`config.mk`:
```
export PLATFORM = sky130hd
export DESIGN_NAME = hdmi_frame_sequencer
export DESIGN_NICKNAME = d
export VERILOG_FILES = /design/src/rtl/hdmi_frame_sequencer_pkg.sv /design/src/rtl/hdmi_timing_counter.sv /design/src/rtl/hdmi_frame_sequencer.sv
export SDC_FILE = /design/constraint.sdc
export NUM_CORES = 1
export LEC_CHECK = 0
export CORE_MARGIN = 2
export CORE_UTILIZATION = 51
export DETAILED_ROUTE_END_ITERATION = 8
export PLACE_DENSITY = 0.72
export REMOVE_ABC_BUFFERS = 1
export SLEW_MARGIN = 5
export SYNTH_ARGS = -nofsm -noshare
export SYNTH_HDL_FRONTEND = slang
export SYNTH_SLANG_ARGS = --single-unit
```
`constraint.sdc`:
```
create_clock -name clk -period 5.9 [get_ports clk]
set_input_delay 0.885 -clock clk [delete_from_list [all_inputs] [get_ports clk]]
set_output_delay 0.885 -clock clk [all_outputs]
set_load 0.005 [all_outputs]
```
`src/rtl/hdmi_frame_sequencer_pkg.sv`:
```
// Shared constants and types for the HDMI frame sequencer: TMDS guard-band
// codes, preamble control codes and the state enums.
package hdmi_frame_sequencer_pkg;

    localparam int CNT_W = 12;

    // Video guard-band TMDS characters selected downstream when guardBand=1
    localparam logic [9:0] VGB_CH0 = 10'b1011001100;
    localparam logic [9:0] VGB_CH1 = 10'b0100110011;
    localparam logic [9:0] VGB_CH2 = 10'b1011001100;

    // Video data period preamble: CTL0=1, CTL1=0, CTL2=0, CTL3=0
    localparam logic [1:0] PRE_CH1_CTL = 2'b01;
    localparam logic [1:0] PRE_CH2_CTL = 2'b00;

    // Preamble and guard band sit at the very end of the line before video
    localparam int PRE_LEN   = 8;
    localparam int GUARD_LEN = 2;

    typedef enum logic [1:0] {
        H_CTRL,
        H_PRE,
        H_GUARD,
        H_VIDEO
    } hstate_t;

    typedef enum logic {
        IDLE,
        RUN
    } seq_state_t;

endpackage

```
`src/rtl/hdmi_timing_counter.sv`:
```
// Horizontal/vertical raster counters. The next-cycle values are exported so
// the parent can look one pixel ahead (pixel request to the line buffer).
module hdmi_timing_counter
    import hdmi_frame_sequencer_pkg::*;
#(
    parameter int H_TOTAL = 800,
    parameter int V_TOTAL = 525
) (
    input  logic             clk,
    input  logic             rstn,
    input  logic             load,
    input  logic             advance,
    output logic [CNT_W-1:0] hcnt,
    output logic [CNT_W-1:0] vcnt,
    output logic [CNT_W-1:0] hcnt_next,
    output logic [CNT_W-1:0] vcnt_next
);

    localparam logic [CNT_W-1:0] H_LAST = CNT_W'(H_TOTAL - 1);
    localparam logic [CNT_W-1:0] V_LAST = CNT_W'(V_TOTAL - 1);

    // Next raster position: load parks on the last line so the first frame
    // gets its preamble/guard band before line 0.
    always_comb begin
        hcnt_next = hcnt;
        vcnt_next = vcnt;
        if (load) begin
            hcnt_next = '0;
            vcnt_next = V_LAST;
        end else if (advance) begin
            if (hcnt == H_LAST) begin
                hcnt_next = '0;
                vcnt_next = (vcnt == V_LAST) ? '0 : vcnt + 1'b1;
            end else begin
                hcnt_next = hcnt + 1'b1;
            end
        end
    end

    // Counter registers
    always_ff @(posedge clk or negedge rstn) begin
        if (!rstn) begin
            hcnt <= '0;
            vcnt <= '0;
        end else begin
            hcnt <= hcnt_next;
            vcnt <= vcnt_next;
        end
    end

endmodule

```
`src/rtl/hdmi_frame_sequencer.sv`:
```
// HDMI frame sequencer: walks the raster and produces registered control
// codes, encoder enable, guard-band select and pixel fetch requests. Every
// output reflects the raster position of the previous cycle; pixelReq looks
// one position further ahead to cover the one-cycle pixel RAM latency.
module hdmi_frame_sequencer
    import hdmi_frame_sequencer_pkg::*;
#(
    parameter int H_ACTIVE = 640,
    parameter int H_FP     = 16,
    parameter int H_SYNC   = 96,
    parameter int H_BP     = 48,
    parameter int V_ACTIVE = 480,
    parameter int V_FP     = 10,
    parameter int V_SYNC   = 2,
    parameter int V_BP     = 33,
    parameter int SYNC_POL = 0
) (
    input  logic        clk,
    input  logic        rstn,
    input  logic        run,
    output logic        frameStart,
    output logic        pixelReq,
    output logic [11:0] pixelX,
    output logic [11:0] pixelY,
    output logic        encEnable,
    output logic [1:0]  ch0Com,
    output logic [1:0]  ch1Com,
    output logic [1:0]  ch2Com,
    output logic        guardBand,
    output logic        busy
);

    localparam int H_TOTAL = H_ACTIVE + H_FP + H_SYNC + H_BP;
    localparam int V_TOTAL = V_ACTIVE + V_FP + V_SYNC + V_BP;

    localparam logic [CNT_W-1:0] H_ACT_C     = CNT_W'(H_ACTIVE);
    localparam logic [CNT_W-1:0] V_ACT_C     = CNT_W'(V_ACTIVE);
    localparam logic [CNT_W-1:0] V_ACT_M1    = CNT_W'(V_ACTIVE - 1);
    localparam logic [CNT_W-1:0] HS_START    = CNT_W'(H_ACTIVE + H_FP);
    localparam logic [CNT_W-1:0] HS_END      = CNT_W'(H_ACTIVE + H_FP + H_SYNC);
    localparam logic [CNT_W-1:0] VS_START    = CNT_W'(V_ACTIVE + V_FP);
    localparam logic [CNT_W-1:0] VS_END      = CNT_W'(V_ACTIVE + V_FP + V_SYNC);
    localparam logic [CNT_W-1:0] PRE_START   = CNT_W'(H_TOTAL - PRE_LEN - GUARD_LEN);
    localparam logic [CNT_W-1:0] GUARD_START = CNT_W'(H_TOTAL - GUARD_LEN);
    localparam logic [CNT_W-1:0] H_LAST      = CNT_W'(H_TOTAL - 1);
    localparam logic [CNT_W-1:0] V_LAST      = CNT_W'(V_TOTAL - 1);
    localparam logic [CNT_W-1:0] V_END       = CNT_W'(V_TOTAL - 2);

    localparam logic SYNC_ON  = (SYNC_POL != 0);
    localparam logic SYNC_OFF = ~SYNC_ON;

    seq_state_t       state;
    hstate_t          hstate;
    logic [CNT_W-1:0] hcnt;
    logic [CNT_W-1:0] vcnt;
    logic [CNT_W-1:0] hcnt_next;
    logic [CNT_W-1:0] vcnt_next;
    logic             start;
    logic             frame_end;
    logic             run_next;
    logic             video_next;
    logic             pre_line;
    logic             hsync;
    logic             vsync;

    hdmi_timing_counter #(
        .H_TOTAL(H_TOTAL),
        .V_TOTAL(V_TOTAL)
    ) u_counter (
        .clk      (clk),
        .rstn     (rstn),
        .load     (start),
        .advance  (state == RUN),
        .hcnt     (hcnt),
        .vcnt     (vcnt),
        .hcnt_next(hcnt_next),
        .vcnt_next(vcnt_next)
    );

    // Start/stop decisions; a stop request is only looked at on the last
    // pixel of the frame so a frame in flight always completes.
    always_comb begin
        start     = (state == IDLE) && run;
        frame_end = (state == RUN) && (hcnt == H_LAST) && (vcnt == V_END);
        run_next  = (state == IDLE) ? run : !(frame_end && !run);
        video_next = (hcnt_next < H_ACT_C) && (vcnt_next < V_ACT_C);
    end

    // Horizontal state and sync decode of the current raster position
    always_comb begin
        hsync    = (hcnt >= HS_START) && (hcnt < HS_END);
        vsync    = (vcnt >= VS_START) && (vcnt < VS_END);
        pre_line = (vcnt < V_ACT_M1) || (vcnt == V_LAST);
        hstate   = H_CTRL;
        if ((hcnt < H_ACT_C) && (vcnt < V_ACT_C)) begin
            hstate = H_VIDEO;
        end else if (pre_line && (hcnt >= GUARD_START)) begin
            hstate = H_GUARD;
        end else if (pre_line && (hcnt >= PRE_START)) begin
            hstate = H_PRE;
        end
    end

    // Top FSM and registered outputs
    always_ff @(posedge clk or negedge rstn) begin
        if (!rstn) begin
            state      <= IDLE;
            busy       <= 1'b0;
            pixelReq   <= 1'b0;
            frameStart <= 1'b0;
            encEnable  <= 1'b0;
            guardBand  <= 1'b0;
            pixelX     <= '0;
            pixelY     <= '0;
            ch0Com     <= {SYNC_OFF, SYNC_OFF};
            ch1Com     <= 2'b00;
            ch2Com     <= 2'b00;
        end else begin
            state    <= run_next ? RUN : IDLE;
            busy     <= run_next;
            pixelReq <= run_next && video_next;
            if (state == RUN) begin
                frameStart <= (hcnt == '0) && (vcnt == '0);
                encEnable  <= (hstate == H_VIDEO);
                guardBand  <= (hstate == H_GUARD);
                pixelX     <= hcnt;
                pixelY     <= vcnt;
                ch0Com     <= {vsync ? SYNC_ON : SYNC_OFF, hsync ? SYNC_ON : SYNC_OFF};
                ch1Com     <= (hstate == H_PRE) ? PRE_CH1_CTL : 2'b00;
                ch2Com     <= (hstate == H_PRE) ? PRE_CH2_CTL : 2'b00;
            end else begin
                frameStart <= 1'b0;
                encEnable  <= 1'b0;
                guardBand  <= 1'b0;
                pixelX     <= '0;
                pixelY     <= '0;
                ch0Com     <= {SYNC_OFF, SYNC_OFF};
                ch1Com     <= 2'b00;
                ch2Com     <= 2'b00;
            end
        end
    end

endmodule

```
==> results.txt, run 1 <==
----------------------------------------------------
[Final layout]
  Layout overhead on the synthesized area ... 13.9%
  Fraction of final layout cells with drive strength greater than 1 ... under 10%
  Number of diodes added for antenna fixing ... 0
  Number of nets in the layout ... 309
  Post-Layout Inst Area ... 0.00317 mm2
  Leading cell type in the layout, fill and taps excluded ... sky130_fd_sc_hd__dfrtp_1
  Most frequent cells in the layout ... sky130_fd_sc_hd__dfrtp_1 (54), sky130_fd_sc_hd__clkdlybuf4s50_1 (33), sky130_fd_sc_hd__nor2_1 (28), sky130_fd_sc_hd__nand2_1 (18), sky130_fd_sc_hd__and2_1 (17)

[Clock network]
  Number of buffers added to fix hold violations after cts ... 0
  Clock Pin Slew Worst Setup and Hold Paths ... roughly 100 ps
  Total clock sinks ... 56
  Library cell used as clock root buffer ... sky130_fd_sc_hd__clkbuf_8
  Depth of the CTS H-tree ... 2
  Clk buf depth ... 2
  Cells resized by post-CTS repair ... 0
  Buffer count from post-CTS setup fixing ... 0
  Insertion delay of the later-clocked pin in the worst-skew pair ... around 320 ps
  Total clock buffers created by CTS ... 5
  TritonCTS clock tree ... yes

[Yosys]
  Library cell with the largest summed area after synthesis ... sky130_fd_sc_hd__dfrtp_1
  Seq/Total Area, Yosys ... a little over 50%
  Gate count after technology mapping ... roughly 280
  Synthesis warning total ... 0
  Total of flip-flops plus latches after synthesis ... 56
  Number of enable flip-flop cells after synthesis ... 0
  Count of distinct cell types in the synthesized netlist ... 60
  Top-area cell type share of the netlist area ... 48.5%
  Ranking of synthesized cells by area ... sky130_fd_sc_hd__dfrtp_1 (48%), sky130_fd_sc_hd__and2_1 (3.8%), sky130_fd_sc_hd__nor2_1 (3.8%)
  Post-synthesis instance area ... around 0.0028 mm2
  Synth Flop Type ... sky130_fd_sc_hd__dfrtp_1
  Mean area per synthesized cell ... around 10 um2
  Proportion of synthesized flip-flops having asynchronous set or reset ... 100%

[STA]
  Setup TNS after final layout ... 0 ps
  Part of the cycle the worst path needs ... roughly 43%
  Total of endpoints with negative setup slack in the final report ... 0
  Shortest period the worst path allows ... 2530 ps
  Setup skew after layout ... roughly 7.3 ps
  Actual slew at the worst max-slew pin ... around 670 ps
  Max-slew violation total from the final report ... 0
  RSZ-0062 raised after global routing ... no
  Worst slew margin ... between 50 and 60%
  Setup slack after layout ... 3370 ps
  Maximum operating frequency ... just under 0.4 GHz
  Final hold violations ... 0

[Status]
  Outcome ... completed

[Worst setup path]
  Highest cell delay on the worst timing path ... 610 ps
  Critical path launch point type ... flop
  CP endpoint kind ... flop
  CP arrival ... around 2800 ps
  Critical path's top delay family ... simple AND/OR/NAND/NOR gates
  Class of the most critical setup path ... reg -> reg
  Buf/Inv on CP ... 0
  Worst Reg2Reg Path Length in Cells ... 6
  WP data required ... between 6000 and 7000 ps
  Slowest cell on crit path ... sky130_fd_sc_hd__or4_4
  Worst reg2reg startpoint ... u_counter.vcnt[8]
  Chain of cells forming the critical path ... or4_4 -> nor4_4 -> nand2b_1 -> o32ai_1 -> nor2_1 -> nor4bb_1
  Maximum fanout count along the critical path ... 7
  Worst reg2reg setup slack ... approximately 3400 ps
  Reg-to-reg critical path endpoint ... pixelReq

[Worst hold path]
  Number of cells traversed by the worst hold path ... 2
  HP Start ... u_counter.vcnt[11]
  Sink of the worst hold path ... pixelY[11]
  Class of the worst hold path ... reg -> reg

[Global route]
  Number of global-route vias before repair ... 2000
  First-pass GRT wire length ... just over 10 mm
  Overall fraction of global-route tracks in use ... between 20% and 30%
  GR Overflow Total ... 0
  Pin count of the biggest net entering global routing ... between 50 and 60
  Number of antenna violations at the first check in global routing ... 0

[Place]
  Post-DP Area ... roughly 0.0031 mm2
  Final weighted congestion in routability-driven placement ... a little under 0.9
  Buffers added on ports ... 34
  Setup Slack @ Placement ... between 3000 and 4000 ps
  Post-DP HPWL ... around 4.2 mm

[Floorplan]
  Number of primary I/O pins ... 38
  Total core area ... about 0.0052 mm2
  Initial core utilization ... between 50 and 60%
  Die extent in x ... about 80 um
  Die Footprint ... about 0.0061 mm2
  Height of the die ... between 70 and 80 um
  Count of standard-cell rows ... 26

[Power]
  Total Power Consumption ... roughly 980 uW
  Pint ... 660 uW
  Net switching share of the total power ... between 30% and 40%
  Power per Cell Area ... approximately 310 mW/mm2
  Static leakage ... 1.27 nW
  Part of the total power dissipated in the clock network ... between 20% and 30%
  Part of the power in registers ... between 50% and 60%
  Part of the total power dissipated in combinational logic ... between 20% and 30%
  Net load switching power ... between 300 and 400 uW
  Peak supply drop ... about 0.00025 V

[Detailed routing]
  Wirelength, routed ... between 5 and 6 mm
  Detailed Route Iter0 Violations ... between 200 and 300
  Average wire per standard cell ... about 16 um
  Routed via count divided by cell count ... 5.66
  Antenna viol nets, final ... 0
  Detailed-route DRC error count ... 0
  Detailed-routing iteration count for the pre-antenna-repair pass ... 4
  Total via count in the routed design ... approximately 2100

[Job]
  Max capacitance violation total ... 0

----------------------------------------------------
==> worst max path at each step <==
stage	endpoint	startpoint	slack [ps]	cells past startpoint
after floorplan	pixelReq	u_counter.hcnt[5]	3600	7
after global placement	pixelReq	run	3320	7
after detailed placement	pixelReq	run	3210	7
after CTS	pixelReq	u_counter.hcnt[5]	3370	7
after global routing	pixelReq	u_counter.hcnt[5]	3250	7
final	pixelReq	u_counter.vcnt[8]	3370	6
==> cells by family (layout without fill, tap and decap cells) <==
family	count (synthesis)	in the layout	synth area share (%)
muxes	1	1	0.359
AOI/OAI and AO/OA	46	46	10.5
other	1	3	0.135
adders and majority gates	5	5	2.25
buffers and inverters	29	54	6.74
and+or+nand+nor	127	127	26.5
xor gates and xnor gates	10	10	3.14
DFF	56	56	50.4
==> through the flow <==
stage | utilization, % | hold slack [ps] | cells
3_5_place_dp | 59.2 | 561 | 364
2_1_floorplan | - | 511 | 258
3_3_place_gp | 59.2 | 555 | 364
5_1_grt | 61.0 | 598 | 372
4_1_cts | 61.0 | 577 | 372
6_report | 61.0 | 570 | 372
==> tightest hold or removal path, stage by stage, from the launching register on <==
cell and delay (ps):
sky130_fd_sc_hd__dfrtp_1 410, sky130_fd_sc_hd__inv_1 90, sky130_fd_sc_hd__nor2_1 40
==> per-layer routing <==
| layer | track usage (%) | vias to the layer above | share of wire, % |
|---|---|---|---|
| li1 | - | 1015 | - |
| met1 | 32.6 | 1026 | 47 |
| met2 | 31.6 | 55 | 47 |
| met3 | 4.19 | 8 | 4.8 |
| met4 | 6.67 | 0 | 1.4 |
| met5 | 0 | - | 0 |
==> sequential cells by signal (all words and copies together) (netlist names) <==
register,count
pixelX,12
pixelReq,1
encEnable,1
busy,1
u_counter.hcnt,12
pixelY,12
frameStart,1
u_counter.vcnt,12
ch1Com,1
ch0Com,2
guardBand,1
==> cells in the mapped netlist, types with 4 or more instances <==
| library cell | number |
|---|---|
| sky130_fd_sc_hd__clkbuf_1 | 7 |
| sky130_fd_sc_hd__o21ai_0 | 8 |
| sky130_fd_sc_hd__nand4_1 | 10 |
| sky130_fd_sc_hd__nor4_1 | 6 |
| sky130_fd_sc_hd__nand2_1 | 18 |
| sky130_fd_sc_hd__dfrtp_1 | 54 |
| sky130_fd_sc_hd__and2_1 | 17 |
| sky130_fd_sc_hd__nor2_1 | 28 |
| sky130_fd_sc_hd__xnor2_1 | 6 |
| sky130_fd_sc_hd__ha_1 | 5 |
| sky130_fd_sc_hd__xor2_1 | 4 |
| sky130_fd_sc_hd__nor3_1 | 7 |
| sky130_fd_sc_hd__o41ai_1 | 4 |
| sky130_fd_sc_hd__nand3_1 | 13 |
| sky130_fd_sc_hd__inv_1 | 9 |
| sky130_fd_sc_hd__o21ai_1 | 11 |
| sky130_fd_sc_hd__a21oi_1 | 6 |
==> power groups by stage <==
stage | clock network (mW) | logic [mW] | registers, mW
6_report | 0.210 | 0.233 | 0.536
2_1_floorplan | 0 | 0.131 | 0.525
3_5_place_dp | 0 | 0.234 | 0.542
5_1_grt | 0.234 | 0.262 | 0.548
3_3_place_gp | 0 | 0.232 | 0.537
4_1_cts | 0.215 | 0.235 | 0.534
==> final cells by class <==
| type | instances | area (um2) |
|---|---|---|
| flip-flops and latches | 56 | 1400 |
| clock inverters | 3 | 23.8 |
| inverters | 10 | 37.5 |
| repair buffers | 36 | 350 |
| clock buffers | 5 | 68.8 |
| fillers | 453 | 2030 |
| multi-input cells | 192 | 1200 |
| well taps | 70 | 87.6 |
Note: power is estimated with default switching activity, not from simulation.
==> run 2, diff against run 1 <==
CORE_UTILIZATION = 49   (was 51)
clock period = 2.25 ns   (was 5.9 ns; I/O delays follow)
==> run 2 against run 1 <==
Effect of this change:
- the run now ends with setup timing left
- sequential cell count is the same
- combinational power grew to 3.7 times the previous value
- via count grew 10%
- clock skew shrank 1.8 ps
- hold slack lost 68 ps
- die area grew 3.9%
- non-clock buffer count grew 28
- critical path depth grew 1
- power grew to 2.9 times the previous value
- clock power grew to 3.1 times the previous value
- first-iteration DRC count grew 12%
- register-to-register slack lost 3400 ps
- critical path type unchanged
- largest power group unchanged
==> results.txt, run 2 (synthesis results as in run 1) <==
----------------------------------------------------
[Status]
  Outcome ... finished with violations
  Violated checks ... setup timing

[Floorplan]
  Die Footprint ... 0.00631 mm2 (+3.9%)
  Count of standard-cell rows ... 27 (+3.8%)
  Total core area ... 0.00551 mm2 (+5.8%)
  Number of primary I/O pins ... 38 (unchanged)
  Die extent in x ... 79.4 um (+1.9%)
  Initial core utilization ... 50.6% (-2.9 points)
  Height of the die ... 79.4 um (+1.9%)

[Global route]
  Number of global-route vias before repair ... 2127 (+6.4%)
  Number of antenna violations at the first check in global routing ... 0 (unchanged)
  First-pass GRT wire length ... 10.7 mm (+5.0%)
  Pin count of the biggest net entering global routing ... 24 (-58%)
  Most crowded layer after global routing ... met2
  Overall fraction of global-route tracks in use ... 22.3% (+0.69 points)
  GR Overflow Total ... 0 (unchanged)
  Met1 global-route usage ... 32.0% (-0.58 points)
  Met2 demand-to-capacity share in global routing ... 33.2% (+1.7 points)
  M3 GR Usage ... 4.86% (+0.68 points)

[Worst setup path]
  Worst reg2reg startpoint ... u_counter.hcnt[11]
  Worst Reg2Reg Path Length in Cells ... 7 (+1)
  CP arrival ... 2520 ps (-230 ps)
  Slowest cell on crit path ... sky130_fd_sc_hd__or4_4
  Buf/Inv on CP ... 0 (unchanged)
  CP endpoint kind ... flop
  Capture point of the worst path ... pixelReq
  WP data required ... 2460 ps (-3660 ps)
  Chain of cells forming the critical path ... or4_4 -> nor3_4 -> nand3_1 -> nor3_1 -> o32ai_1 -> nor2_1 -> nor4bb_4
  Highest cell delay on the worst timing path ... 550 ps (-60 ps)
  Critical path's top delay family ... simple AND/OR/NAND/NOR gates
  Critical path launch point type ... flop
  Reg-to-reg critical path endpoint ... pixelReq
  Maximum fanout count along the critical path ... 4 (-3)
  Worst reg2reg setup slack ... -70 ps (-3430 ps)
  Class of the most critical setup path ... reg -> reg
  Critical path startpoint ... u_counter.hcnt[11]
  Total number of cells along the worst setup path ... 7 (+1)

[Clock network]
  Total clock buffers created by CTS ... 5 (unchanged)
  Total clock sinks ... 56 (unchanged)
  Insertion delay of the later-clocked pin in the worst-skew pair ... 310 ps (about the same)
  TritonCTS clock tree ... yes
  Clk buf depth ... 2 (unchanged)
  Clock Pin Slew Worst Setup and Hold Paths ... 90 ps (about the same)
  Library cell used as clock root buffer ... sky130_fd_sc_hd__clkbuf_8
  Depth of the CTS H-tree ... 2 (unchanged)

[Detailed routing]
  Total via count in the routed design ... 2319 (+10%)
  Detailed-route DRC error count ... 0 (unchanged)
  Detailed-routing iteration count for the pre-antenna-repair pass ... 5 (+1)
  Average wire per standard cell ... 16.5 um (+3.5%)
  Wirelength, routed ... 6.63 mm (+12%)
  Antenna viol nets, final ... 0 (unchanged)
  Detailed Route Iter0 Violations ... 281 (+12%)
  Routed via count divided by cell count ... 5.77 (+2.0%)

[Final layout]
  Fraction of final layout cells with drive strength greater than 1 ... 18.2% (+9.2 points)
  Number of nets in the layout ... 337 (+9.1%)
  Leading cell type in the layout, fill and taps excluded ... sky130_fd_sc_hd__dfrtp_1
  Number of diodes added for antenna fixing ... 0 (unchanged)
  Most frequent cells in the layout ... sky130_fd_sc_hd__dfrtp_1 (53), sky130_fd_sc_hd__clkdlybuf4s50_1 (33), sky130_fd_sc_hd__buf_4 (29), sky130_fd_sc_hd__nor2_1 (27), sky130_fd_sc_hd__nand2_1 (18)
  Fin cells ... 402 (+8.1%)
  Total of fill cells in the finished design ... 446 (-1.5%)
  Layout overhead on the synthesized area ... 23.8%

[Place]
  Final weighted congestion in routability-driven placement ... 0.935 (+5.1%)
  Post-DP HPWL ... 4.84 mm (+16%)
  Cell count after placement ... 392 (+7.7%)
  Buffers added on ports ... 34 (unchanged)

[STA]
  Part of the cycle the worst path needs ... 103% (+60 points)
  RSZ-0062 raised after global routing ... yes
  Max-slew violation total from the final report ... 0 (unchanged)
  Setup skew after layout ... 5.52 ps (-1.83 ps)
  Total of endpoints with negative setup slack in the final report ... 1 (+1)
  Final hold violations ... 0 (unchanged)
  Shortest period the worst path allows ... 2320 ps (-219 ps)
  Worst slew margin ... 56.2% (+1.2 points)
  Maximum operating frequency ... 0.432 GHz (+9.5%)
  Setup slack after layout ... -65.1 ps (-3430 ps)
  Actual slew at the worst max-slew pin ... 652 ps (-17.8 ps)

[Worst hold path]
  Class of the worst hold path ... in -> async

[Power]
  Power per Cell Area ... 815 mW/mm2 (+160%)
  Total Power Consumption ... 2.81 mW (+190%)
  Static leakage ... 1.43 nW (+12%)
  Peak supply drop ... 0.000410 V (+61%)

[Job]
  Max capacitance violation total ... 0 (unchanged)

----------------------------------------------------
## run 2: report_power, final
group,internal (mW),switching (mW)
combinational,0.433,0.440
clock,0.331,0.312
sequential,1.17,0.124
## run 2: layout make-up
class / count / area, um2 / share of cell area, %
timing repair buffer: 64 / 563 / 16.3
sequential: 56 / 1410 / 40.7
inverter: 10 / 37.5 / 1.09
clock buffer: 6 / 72.6 / 2.10
tap: 72 / 90.1 / 2.61
clock inverter: 2 / 35.0 / 1.02
multi-input combinational: 192 / 1250 / 36.1
## run 2: worst min-delay path by stage
stage               start        end  slack, ps  depth (start not counted)
floorplan            rstn       busy         40                          0
global placement     rstn  pixelX[1]        290                          1
detailed placement   rstn  pixelX[1]        300                          1
CTS                  rstn  pixelX[1]        500                          2
global route         rstn  pixelX[1]        530                          2
finish               rstn  pixelX[1]        500                          2
## run 2: worst reg2reg max path: stages (launching register included)
cell	delay, ps
sky130_fd_sc_hd__dfrtp_1	390
sky130_fd_sc_hd__or4_4	550
sky130_fd_sc_hd__nor3_4	130
sky130_fd_sc_hd__nand3_1	210
sky130_fd_sc_hd__nor3_1	240
sky130_fd_sc_hd__o32ai_1	120
sky130_fd_sc_hd__nor2_1	220
sky130_fd_sc_hd__nor4bb_4	360
## run 2: what timing repair did
item / CTS / global route
setup endpoints to repair: 1 / 1
gates resized for setup: 4 / 5
setup buffers: 0 / 1
hold endpoints to repair: 15 / 0
hold buffers: 1 / 0
pin swaps: 6 / 3
## run 2: layer usage
layer	vias to the layer above	routed length, um
li1	1069	-
met1	1102	2890
met2	131	3050
met3	17	528
met4	0	160
met5	-	0
## run 2: stage by stage
stage / area, um2 / util (%) / hold WS [ps] / worst slack (ps) / TNS [ps]
finish: 3450 / 62.6 / 503 / -65.1 / -65.1
global route: 3450 / 62.6 / 531 / -106 / -106
CTS: 3420 / 62.1 / 500 / 7.81 / 0
detailed placement: 3280 / 59.6 / 304 / -0.360 / -0.360
global placement: 3280 / 59.6 / 292 / 23.8 / 0
floorplan: 2640 / - / 41.9 / -52.3 / -52.3
==> run 3, diff against run 2 <==
CAP_MARGIN = 20   (was not set)
==> results of run 3 <==
Same layout as run 2: the final DEF is identical, and so are final timing and power.
